**src/rtl/pad_seq_pkg.sv**
```systemverilog
// Shared mode encodings, FSM states and width helpers for the pad sequencer.
package pad_seq_pkg;

  typedef enum logic [1:0] {
    MODE_LIVE  = 2'b00,
    MODE_REC   = 2'b01,
    MODE_PLAY  = 2'b10,
    MODE_CLEAR = 2'b11
  } mode_e;

  typedef enum logic [1:0] {
    S_IDLE,
    S_REC,
    S_FULL,
    S_PLAY
  } state_e;

  function automatic int key_w(input int n);
    return (n > 1) ? $clog2(n) : 1;
  endfunction

  function automatic int step_w(input int d);
    return $clog2(d + 1);
  endfunction

  // Memory address width; step_idx carries one extra bit to reach DEPTH.
  function automatic int addr_w(input int d);
    return (d > 1) ? $clog2(d) : 1;
  endfunction

endpackage

```
**src/rtl/pad_sequencer_if.sv**
```systemverilog
// Keypad, control and note/tone outputs of the pad sequencer bundled as one port.
interface pad_sequencer_if #(
  parameter int N_KEYS = 12,
  parameter int DEPTH  = 16,
  parameter int OCT_W  = 2
);
  import pad_seq_pkg::*;

  localparam int KEY_W  = key_w(N_KEYS);
  localparam int STEP_W = step_w(DEPTH);

  logic [N_KEYS-1:0] BTN;
  logic [1:0]        mode;
  logic              step_tick;
  logic [OCT_W-1:0]  octave;
  logic [KEY_W-1:0]  Dout;
  logic              Dvalid;
  logic              Pout;
  logic [STEP_W-1:0] step_idx;
  logic [STEP_W-1:0] len;
  logic              full;

  modport master (
    output BTN, mode, step_tick, octave,
    input  Dout, Dvalid, Pout, step_idx, len, full
  );

  modport slave (
    input  BTN, mode, step_tick, octave,
    output Dout, Dvalid, Pout, step_idx, len, full
  );

endinterface

```
**src/rtl/pad_tone_gen.sv**
```systemverilog
// Square-wave tone: Pout toggles every (BASE_DIV - code*DIV_STEP) >> octave clocks while valid.
// A change of code or octave restarts the half-period counter; invalid forces Pout low.
module pad_tone_gen #(
  parameter int KEY_W    = 4,
  parameter int OCT_W    = 2,
  parameter int BASE_DIV = 1000,
  parameter int DIV_STEP = 40
) (
  input  logic             CLK,
  input  logic             RST,
  input  logic [KEY_W-1:0] code,
  input  logic             valid,
  input  logic [OCT_W-1:0] octave,
  output logic             Pout
);

  localparam int CNT_W = $clog2(BASE_DIV + 1);

  logic [31:0]      half;
  logic [CNT_W-1:0] half_m1;
  logic [CNT_W-1:0] cnt_q, cnt_d;
  logic             pout_q, pout_d;
  logic [KEY_W-1:0] code_q;
  logic [OCT_W-1:0] oct_q;

  always_comb begin
    half = (32'(BASE_DIV) - 32'(code) * 32'(DIV_STEP)) >> octave;
    if (half == 32'd0) begin
      half = 32'd1;
    end
    half_m1 = CNT_W'(half - 32'd1);

    cnt_d  = cnt_q;
    pout_d = pout_q;
    if (!valid) begin
      cnt_d  = '0;
      pout_d = 1'b0;
    end else if (code != code_q || octave != oct_q) begin
      cnt_d = '0;
    end else if (cnt_q == half_m1) begin
      cnt_d  = '0;
      pout_d = ~pout_q;
    end else begin
      cnt_d = cnt_q + CNT_W'(1);
    end
  end

  always_ff @(posedge CLK) begin
    if (RST) begin
      cnt_q  <= '0;
      pout_q <= 1'b0;
      code_q <= '0;
      oct_q  <= '0;
    end else begin
      cnt_q  <= cnt_d;
      pout_q <= pout_d;
      code_q <= code;
      oct_q  <= octave;
    end
  end

  assign Pout = pout_q;

endmodule

```
**src/rtl/pad_sequencer.sv**
```systemverilog
// Keypad step sequencer: live echo, record into DEPTH steps, looped playback, tone output.
// Define PAD_SEQ_OVERDUB_EN to let held keys overwrite the playing step on each tick.
module pad_sequencer
  import pad_seq_pkg::*;
#(
  parameter int N_KEYS   = 12,
  parameter int DEPTH    = 16,
  parameter int OCT_W    = 2,
  parameter int BASE_DIV = 1000,
  parameter int DIV_STEP = 40
) (
  input  logic            CLK,
  input  logic            RST,
  pad_sequencer_if.slave  bus
);

  localparam int KEY_W  = key_w(N_KEYS);
  localparam int STEP_W = step_w(DEPTH);
  localparam int ADDR_W = addr_w(DEPTH);

  state_e            state_q, state_d, tgt;
  mode_e             mode;
  logic [STEP_W-1:0] step_q, step_d;
  logic [STEP_W-1:0] len_q, len_d;
  logic              full_q, full_d;
  logic [KEY_W-1:0]  dout_q, dout_d;
  logic              dvld_q, dvld_d;
  logic              key_hit;
  logic [KEY_W-1:0]  key_code;
  logic              mem_we;
  logic [KEY_W:0]    mem_wdat, mem_rdat;
  logic [ADDR_W-1:0] addr;
  logic [KEY_W:0]    mem_q [DEPTH];

  // Lowest pressed key wins.
  always_comb begin
    key_hit  = |bus.BTN;
    key_code = '0;
    for (int i = N_KEYS - 1; i >= 0; i--) begin
      if (bus.BTN[i]) key_code = KEY_W'(i);
    end
  end

  assign mode     = mode_e'(bus.mode);
  assign addr     = step_q[ADDR_W-1:0];
  assign mem_rdat = mem_q[addr];

  always_comb begin
    state_d  = state_q;
    step_d   = step_q;
    len_d    = len_q;
    full_d   = full_q;
    dout_d   = dout_q;
    dvld_d   = dvld_q;
    mem_we   = 1'b0;
    mem_wdat = {key_hit, key_code};

    unique case (mode)
      MODE_REC:  tgt = (state_q == S_FULL) ? S_FULL : S_REC;
      MODE_PLAY: tgt = S_PLAY;
      default:   tgt = S_IDLE;
    endcase

    if (mode == MODE_CLEAR) begin
      state_d = S_IDLE;
      step_d  = '0;
      len_d   = '0;
      full_d  = 1'b0;
      dout_d  = key_code;
      dvld_d  = key_hit;
    end else if (tgt != state_q) begin
      // Mode change wins over any tick in the same cycle.
      state_d = tgt;
      if (tgt == S_REC) begin
        step_d = '0;
        len_d  = '0;
        full_d = 1'b0;
      end else if (tgt == S_PLAY) begin
        step_d = '0;
      end
      dout_d = (tgt == S_PLAY) ? '0 : key_code;
      dvld_d = (tgt == S_PLAY) ? 1'b0 : key_hit;
    end else begin
      unique case (state_q)
        S_IDLE, S_FULL: begin
          dout_d = key_code;
          dvld_d = key_hit;
        end
        S_REC: begin
          dout_d = key_code;
          dvld_d = key_hit;
          if (bus.step_tick) begin
            mem_we = 1'b1;
            step_d = step_q + STEP_W'(1);
            len_d  = len_q + STEP_W'(1);
            if (step_q == STEP_W'(DEPTH - 1)) begin
              state_d = S_FULL;
              full_d  = 1'b1;
            end
          end
        end
        S_PLAY: begin
          if (bus.step_tick && len_q != '0) begin
            {dvld_d, dout_d} = mem_rdat;
`ifdef PAD_SEQ_OVERDUB_EN
            if (key_hit) begin
              mem_we           = 1'b1;
              {dvld_d, dout_d} = {1'b1, key_code};
            end
`endif
            step_d = ((step_q + STEP_W'(1)) == len_q) ? '0 : step_q + STEP_W'(1);
          end
        end
      endcase
    end
  end

  always_ff @(posedge CLK) begin
    if (RST) begin
      state_q <= S_IDLE;
      step_q  <= '0;
      len_q   <= '0;
      full_q  <= 1'b0;
      dout_q  <= '0;
      dvld_q  <= 1'b0;
    end else begin
      state_q <= state_d;
      step_q  <= step_d;
      len_q   <= len_d;
      full_q  <= full_d;
      dout_q  <= dout_d;
      dvld_q  <= dvld_d;
    end
  end

  // Pattern memory is deliberately never cleared; len alone marks valid steps.
  always_ff @(posedge CLK) begin
    if (mem_we) mem_q[addr] <= mem_wdat;
  end

  pad_tone_gen #(
    .KEY_W    (KEY_W),
    .OCT_W    (OCT_W),
    .BASE_DIV (BASE_DIV),
    .DIV_STEP (DIV_STEP)
  ) u_tone (
    .CLK    (CLK),
    .RST    (RST),
    .code   (dout_q),
    .valid  (dvld_q),
    .octave (bus.octave),
    .Pout   (bus.Pout)
  );

  assign bus.Dout     = dout_q;
  assign bus.Dvalid   = dvld_q;
  assign bus.step_idx = step_q;
  assign bus.len      = len_q;
  assign bus.full     = full_q;

endmodule

```
**src/flat_wrapper.sv**
```systemverilog
// flat-port wrapper written by rule: the top's interface ports become plain ports
module pad_sequencer_flat import pad_seq_pkg::*;
#(
  parameter int N_KEYS   = 12,
  parameter int DEPTH    = 16,
  parameter int OCT_W    = 2,
  parameter int BASE_DIV = 1000,
  parameter int DIV_STEP = 40
)
  (CLK, RST, bus_BTN, bus_mode, bus_step_tick, bus_octave, bus_Dout, bus_Dvalid, bus_Pout, bus_step_idx, bus_len, bus_full);
  pad_sequencer_if #(.N_KEYS(N_KEYS), .DEPTH(DEPTH), .OCT_W(OCT_W)) bus_i ();
  input  logic CLK;
  input  logic RST;
  input wire logic [$bits(bus_i.BTN)-1:0] bus_BTN;
  input wire logic [$bits(bus_i.mode)-1:0] bus_mode;
  input wire logic [$bits(bus_i.step_tick)-1:0] bus_step_tick;
  input wire logic [$bits(bus_i.octave)-1:0] bus_octave;
  output wire logic [$bits(bus_i.Dout)-1:0] bus_Dout;
  output wire logic [$bits(bus_i.Dvalid)-1:0] bus_Dvalid;
  output wire logic [$bits(bus_i.Pout)-1:0] bus_Pout;
  output wire logic [$bits(bus_i.step_idx)-1:0] bus_step_idx;
  output wire logic [$bits(bus_i.len)-1:0] bus_len;
  output wire logic [$bits(bus_i.full)-1:0] bus_full;
  assign bus_i.BTN = bus_BTN;
  assign bus_i.mode = bus_mode;
  assign bus_i.step_tick = bus_step_tick;
  assign bus_i.octave = bus_octave;
  assign bus_Dout = bus_i.Dout;
  assign bus_Dvalid = bus_i.Dvalid;
  assign bus_Pout = bus_i.Pout;
  assign bus_step_idx = bus_i.step_idx;
  assign bus_len = bus_i.len;
  assign bus_full = bus_i.full;
  pad_sequencer #(.N_KEYS(N_KEYS), .DEPTH(DEPTH), .OCT_W(OCT_W), .BASE_DIV(BASE_DIV), .DIV_STEP(DIV_STEP)) u_core (.CLK(CLK), .RST(RST), .bus(bus_i));
endmodule
```
**config.mk**
```make
export PLATFORM = sky130hd
export DESIGN_NAME = pad_sequencer_flat
export DESIGN_NICKNAME = d
export VERILOG_FILES = /design/src/rtl/pad_seq_pkg.sv /design/src/rtl/pad_sequencer_if.sv /design/src/rtl/pad_tone_gen.sv /design/src/rtl/pad_sequencer.sv /design/src/flat_wrapper.sv
export SDC_FILE = /design/constraint.sdc
export NUM_CORES = 1
export LEC_CHECK = 0
export BUFFER_PORTS_ARGS = -buffer_cell sky130_fd_sc_hd__clkbuf_2
export CORE_MARGIN = 2
export CORE_UTILIZATION = 41
export DETAILED_ROUTE_END_ITERATION = 16
export SETUP_SLACK_MARGIN = 0.3
export SYNTH_ARGS = -nofsm -noshare
export SYNTH_HDL_FRONTEND = slang
export SYNTH_SLANG_ARGS = --single-unit
```
**constraint.sdc**
```tcl
create_clock -name CLK -period 8.8 [get_ports CLK]
set_clock_uncertainty 0.2 [all_clocks]
set_input_delay 1.76 -clock CLK [delete_from_list [all_inputs] [get_ports CLK]]
set_output_delay 1.76 -clock CLK [all_outputs]
set_load 0.02 [all_outputs]
```
# After elaboration in Yosys (flattened, before gate mapping)
# Memories as Yosys holds them, arrays and structs flattened. A register that Yosys moved wholly into a read port is not among the register bits.
# Index checks and enable logic that the tools add are counted.
# totals
reg_bits,35
latch_bits,0
ramBits,80
rom_bits,0
input_bits,19
output_inout_bits,17
word_cells,112
n_memories,1
# op_classes
addsub,5
multipliers,1
div,0
order_cmp,0
n_eq_ne,19
shifts,1
muxes,53
n_bitwise,3
reduce_logical,19
# memory_table
name,words,word_bits,rd,rd_clocked_by_memory_dff,wr,line,rtl
u_core.mem_q,16,5,1,1,1,pad_sequencer.sv:33,logic [KEY_W:0] mem_q [DEPTH];
# ops
operator,count
$mux 4,18
$mux 5,10
$logic_not 32->1,1
$shr 32x2->32,1
$mux 1,15
$reduce_or 12->1,1
$sub 10x10->11 const A,1
$add 10x1->10 const B,1
$add 5x1->5 const B,2
$eq 10x10->1,1
$eq 2x2->1 const B,5
$mux 10,1
$mux 2,5
$pmux 5 s2,1
$sub 10x1->10 const B,1
$pmux 4 s2,1
$reduce_and 4->1,2
$mul 4x3->7 const B,1
$eq 2x1->1 const B,3
$reduce_and 3->1,2
$reduce_bool 2->1,3
$eq 5x4->1 const B,1
$eq 5x5->1,1
$reduce_bool 5->1,1
other kinds (18),22

# Logic depth before layout (Yosys ltp)
# logic_depth
word_depth,15
mapped_depth,19
ltp_nobuf,18

# Cells and area by module
# A second synthesis with hierarchy kept.
# hier_totals
hier_cells,576
hier_area_um2,6570.1
# modules_own_cells
module,instances,cells_each,area_each_um2,seq_area_each_um2
pad_sequencer,1,360,4824.6,2842.7
pad_tone_gen,1,216,1745.4,340.3

# Worst setup path after synthesis
# OpenSTA, ideal clock, no wires.
# synth_path
kind,input-to-reg
startpoint,input bus_octave[1]
endpoint,register u_core.u_tone.pout_q (netlist: u_core.u_tone.Pout)
setup_time_ns,0.070
arrival_time_ns,5.141
required_ns,8.530
slack_ns,3.389
path_stages,14
path_buffers,2
cell_sequence,clkbuf_1 buf_2 nand2_1 a221o_1 or4_4 and2_1 ha_1 and3_1 xnor3_1 a211o_1 mux2i_1 o2111ai_1 or4_1 a21oi_1
# synth_between
elab_chain_cells,6
word_cells_on_any_way,9
cone_classes,1 x add/sub; 2 x eq/ne; 1 x shift; 1 x mux; 1 x bitwise; 3 x reduce/logical
# synth_lines
element,line,rtl
from (decl),flat_wrapper.sv:17,input wire logic [$bits(bus_i.octave)-1:0] bus_octave;
$shr 32x2->32,pad_tone_gen.sv:27,half = (32'(BASE_DIV) - 32'(code) * 32'(DIV_STEP)) >> octave;
$logic_not 32->1,pad_tone_gen.sv:28,if (half == 32'd0) begin
$mux 10,pad_tone_gen.sv:28,
$sub 10x1->10,pad_tone_gen.sv:31,half_m1 = CNT_W'(half - 32'd1);
$eq 10x10->1,pad_tone_gen.sv:40,end else if (cnt_q == half_m1) begin
$reduce_and 2->1 (no line) (*),n/a,
to (signal assigned),pad_tone_gen.sv:56,pout_q <= pout_d;
to (decl),pad_tone_gen.sv:22,"logic pout_q, pout_d;"
# Mark *: on every way between the ends. The rest lies on a longest branch, timed or not.
# A chain may end at the register's enable or synchronous reset.

# Final worst setup path
# layout_path
startpoint,register u_core.dout_q[1] (netlist: u_core.bus.Dout[1])
endpoint,register u_core.u_tone.pout_q (netlist: u_core.u_tone.Pout)
# layout_between
elab_chain_cells,8
word_cells_on_any_way,11
cone_classes,2 x add/sub; 1 x mul; 2 x eq/ne; 1 x shift; 1 x mux; 1 x bitwise; 3 x reduce/logical
# layout_lines
element,line,rtl
from (decl),pad_sequencer.sv:26,"logic [KEY_W-1:0] dout_q, dout_d;"
from (signal assigned),pad_sequencer.sv:131,dout_q <= dout_d;
$mul 4x3->7,pad_tone_gen.sv:27,
$sub 10x10->11,pad_tone_gen.sv:27,
$shr 32x2->32,pad_tone_gen.sv:27,
$logic_not 32->1,pad_tone_gen.sv:28,
$mux 10,pad_tone_gen.sv:28,
$sub 10x1->10,pad_tone_gen.sv:31,
$eq 10x10->1,pad_tone_gen.sv:40,
$reduce_and 2->1 (no line) (*),n/a,
# Marked as above.

==> impl_results.md <==
- Register area share after synthesis: 51.8%
- Mux share of post-synthesis cell area: 10.8%
- Adder-Cell Fraction of Synth Area: 3.99%
- Reg-to-reg endpoint: u_core.u_tone.Pout
- CTS HTree Levels: 4
- Tightest Hold Check Type: flop to flop
- Ys Warns: 0
- Critical Path End: u_core.u_tone.Pout
- Relative slew slack: 33.1%
- Final worst slack: 2.95 ns
- Hold-fix buffers, CTS: 0
- Die area: 16000 µm²
- Largest net degree at the start of global routing: 24
- Mapped cell area: 6150 µm²
- P&R area growth vs syn: 15.8%
- Root Driver: clkbuf_16
- Post-synth top cells: edfxtp_1 (80), nor2_1 (65), dfxtp_1 (39)
- Critical Path Start Type: flop
- Seq cells post-synth: 119
- I/O Buffers: 35
- Pre-Repair DR Iteration Count: 4
- Maximum VDD drop: 208 µV
- Worst Tran Pin Value: 0.999 ns
- RSZ-0062 raised after global routing: false
- Max Root-Sink Buffers: 2
- Die Wd: 126 µm
- Fraction of final layout cells with drive strength greater than 1: 18.3%
- Status: finished clean
- Post-synth EDFFs: 80
- Fin Setup TNS: 0 ns
- DR vias/cell: 5.69
- Arrival time worst endpoint: 6.00 ns
- Worst setup path class: flop to flop
- Period utilization: 66.5%
- GRT overflow: 0
- Share of synthesized registers carrying an async set or reset: 0%
- Top-area cell type share of the netlist area: 39.1%
- Leak: 2.54 nW
- Synthesized area per cell: 11.8 µm²
- Flop-to-flop setup slack: 2.95 ns
- Worst-path clk slew: 0.06 ns
- Core Rows: 44
- DRT antenna net count: 0
- Residual DRC: 0
- Worst Setup End Kind: flop
- Core ar.: 14600 µm²
- Initial DRC count: 452
- Worst flop-to-flop path startpoint: u_core.bus.Dout[1]
- Total I/O pin count: 36
- Initial antenna violation count: 0
- Vias: 4288
- Diodes inserted: 0
- Crit Path Max Fanout: 14
- Initial core utilization: 42.2%
- Cell area power density: 204 nW/µm²
- Final Hold Violating Endpoints: 0
- Final min period: 5.85 ns
- WP data required: 8.95 ns
- CTS tree: built
- HPWL Detailed: 9690 µm
- Worst Setup SP: u_core.bus.Dout[1]
- Detailed-route wire length per cell: 18.6 µm
- Netlist cell types: 63
- Dpl ws: 2.84 ns
- Primary FF master, synth: edfxtp_1
- Total track usage: 18.3%
- Most area-hungry cell type in the Yosys netlist: edfxtp_1
- DIE HEIGHT: 126 µm
- Final WL: 14000 µm
- Max_cap viols: 0
- Simple-gate share of the synthesized area: 15.9%
- Post-CTS Resized: 0
- Compound-gate portion of the synthesized area: 8.85%
- First-pass GRT wire length: 22600 µm
- Post-Synthesis Cells: 522
- Nets@finish: 596
- Top cells by area, synth: edfxtp_1 (39%), dfxtp_1 (13%), mux4_2 (10%)
- Clock sinks: 119
- CTS buffer count: 17
- Cell count of the worst reg-to-reg path: 17
- Postcts setup bufs: 0
- Worst skew pair latency: 0.41 ns
- Largest family of logic cells by synthesized area: simple AND/OR/NAND/NOR gates
- Top-count cell post-synth: edfxtp_1
- RePlAce Congestion: 0.881
- Final setup vio count: 0
- Max frequency: 171 MHz
- Post-synthesis net count: 560
- Post-Synth XOR/XNOR Area: 5.94%
- Vias in the first global route: 4323
- Fin. max-slew vios: 0
-- cell families (layout without fill, tap and decap cells) --
group,after synthesis,in the layout
buffers and inverters,41,88
XOR/XNOR,38,38
multiplexers,31,31
AO/OA/AOI/OAI,80,80
adder cells (fa/ha/maj),19,19
flip-flops,119,119
AND/OR/NAND/NOR,194,194
-- where the power goes --
| group | switching [mW] | total (mW) | internal (mW) |
|---|---|---|---|
| sequential | 0.00909 | 0.606 | 0.597 |
| clock | 0.236 | 0.761 | 0.526 |
| combinational | 0.0505 | 0.0870 | 0.0364 |
-- flip-flops by register name (all words and copies together), names as in the netlist, named ones only --
signal and flops:
u_core.bus.full 1, u_core.bus.Dvalid 1, u_core.bus.Dout 4, u_core.bus.step_idx 5
u_core.u_tone.cnt_q 10, u_core.mem_q 80, u_core.u_tone.code_q 4, u_core.u_tone.Pout 1
u_core.bus.len 5, u_core.state_q 2, u_core.u_tone.oct_q 2
-- through the flow --
step	hold slack, ns	instance area [µm²]	power (mW)	util [%]	std cells
after floorplan	0.254	6150	0.678	-	522
after global placement	0.254	6480	0.702	44.4	723
after detailed placement	0.266	6480	0.703	44.4	723
after CTS	0.273	7120	1.46	48.8	753
after global routing	0.296	7120	1.50	48.8	753
final	0.270	7120	1.45	48.8	753
-- cells in the final DEF (no fill, tap or decap), drive strengths merged, types with 18 or more instances in the layout --
cell     n
xnor2   19
a21oi   24
nor2    66
inv     20
xor2    18
ha      18
nand3   19
edfxtp  80
o21ai   18
clkbuf  55
nand2   32
dfxtp   39
mux4    28
nor3    20
-- metal layers --
metal | global-route usage, % | up-vias | routed length [µm]
met5 | 0 | - | 0
met4 | 5.62 | 0 | 223
met3 | 4.85 | 17 | 574
met2 | 30.2 | 103 | 7040
met1 | 23.7 | 2143 | 6130
li1 | - | 2025 | -
-- cell type report --
type,instances,area (µm²)
sequential,119,3180
tap,184,230
clock inverter,10,203
inverter,20,75.1
multi-input combinational,362,2790
timing repair buffer,38,198
clock buffer,20,437
fill,1268,7470
-- worst min path at each step --
stage | slack (ns) | start | depth (start not counted) | end
floorplan | 0.25 | u_core.u_tone.cnt_q[0] | 1 | u_core.u_tone.cnt_q[0]
global placement | 0.25 | u_core.bus.step_idx[4] | 2 | u_core.bus.step_idx[4]
detailed placement | 0.27 | u_core.bus.step_idx[4] | 2 | u_core.bus.step_idx[4]
CTS | 0.27 | u_core.bus.step_idx[4] | 2 | u_core.bus.step_idx[4]
global route | 0.30 | u_core.bus.step_idx[4] | 2 | u_core.bus.step_idx[4]
finish | 0.27 | u_core.bus.step_idx[4] | 2 | u_core.bus.step_idx[4]
-- critical path: stages (launching register included) --
cell and delay, ns:
dfxtp_1 0.66, ha_1 0.33, ha_1 0.22, fa_1 0.65
nand3_1 0.26, xor2_1 0.31, nand2_1 0.13, a221o_1 0.39
or4_4 0.57, and2_1 0.16, ha_1 0.23, and3_1 0.17
and3_1 0.23, o21a_1 0.18, a221oi_1 0.32, o22ai_1 0.20
or4_1 0.43, a21oi_1 0.15
Note: power is estimated with default switching activity, not from simulation.
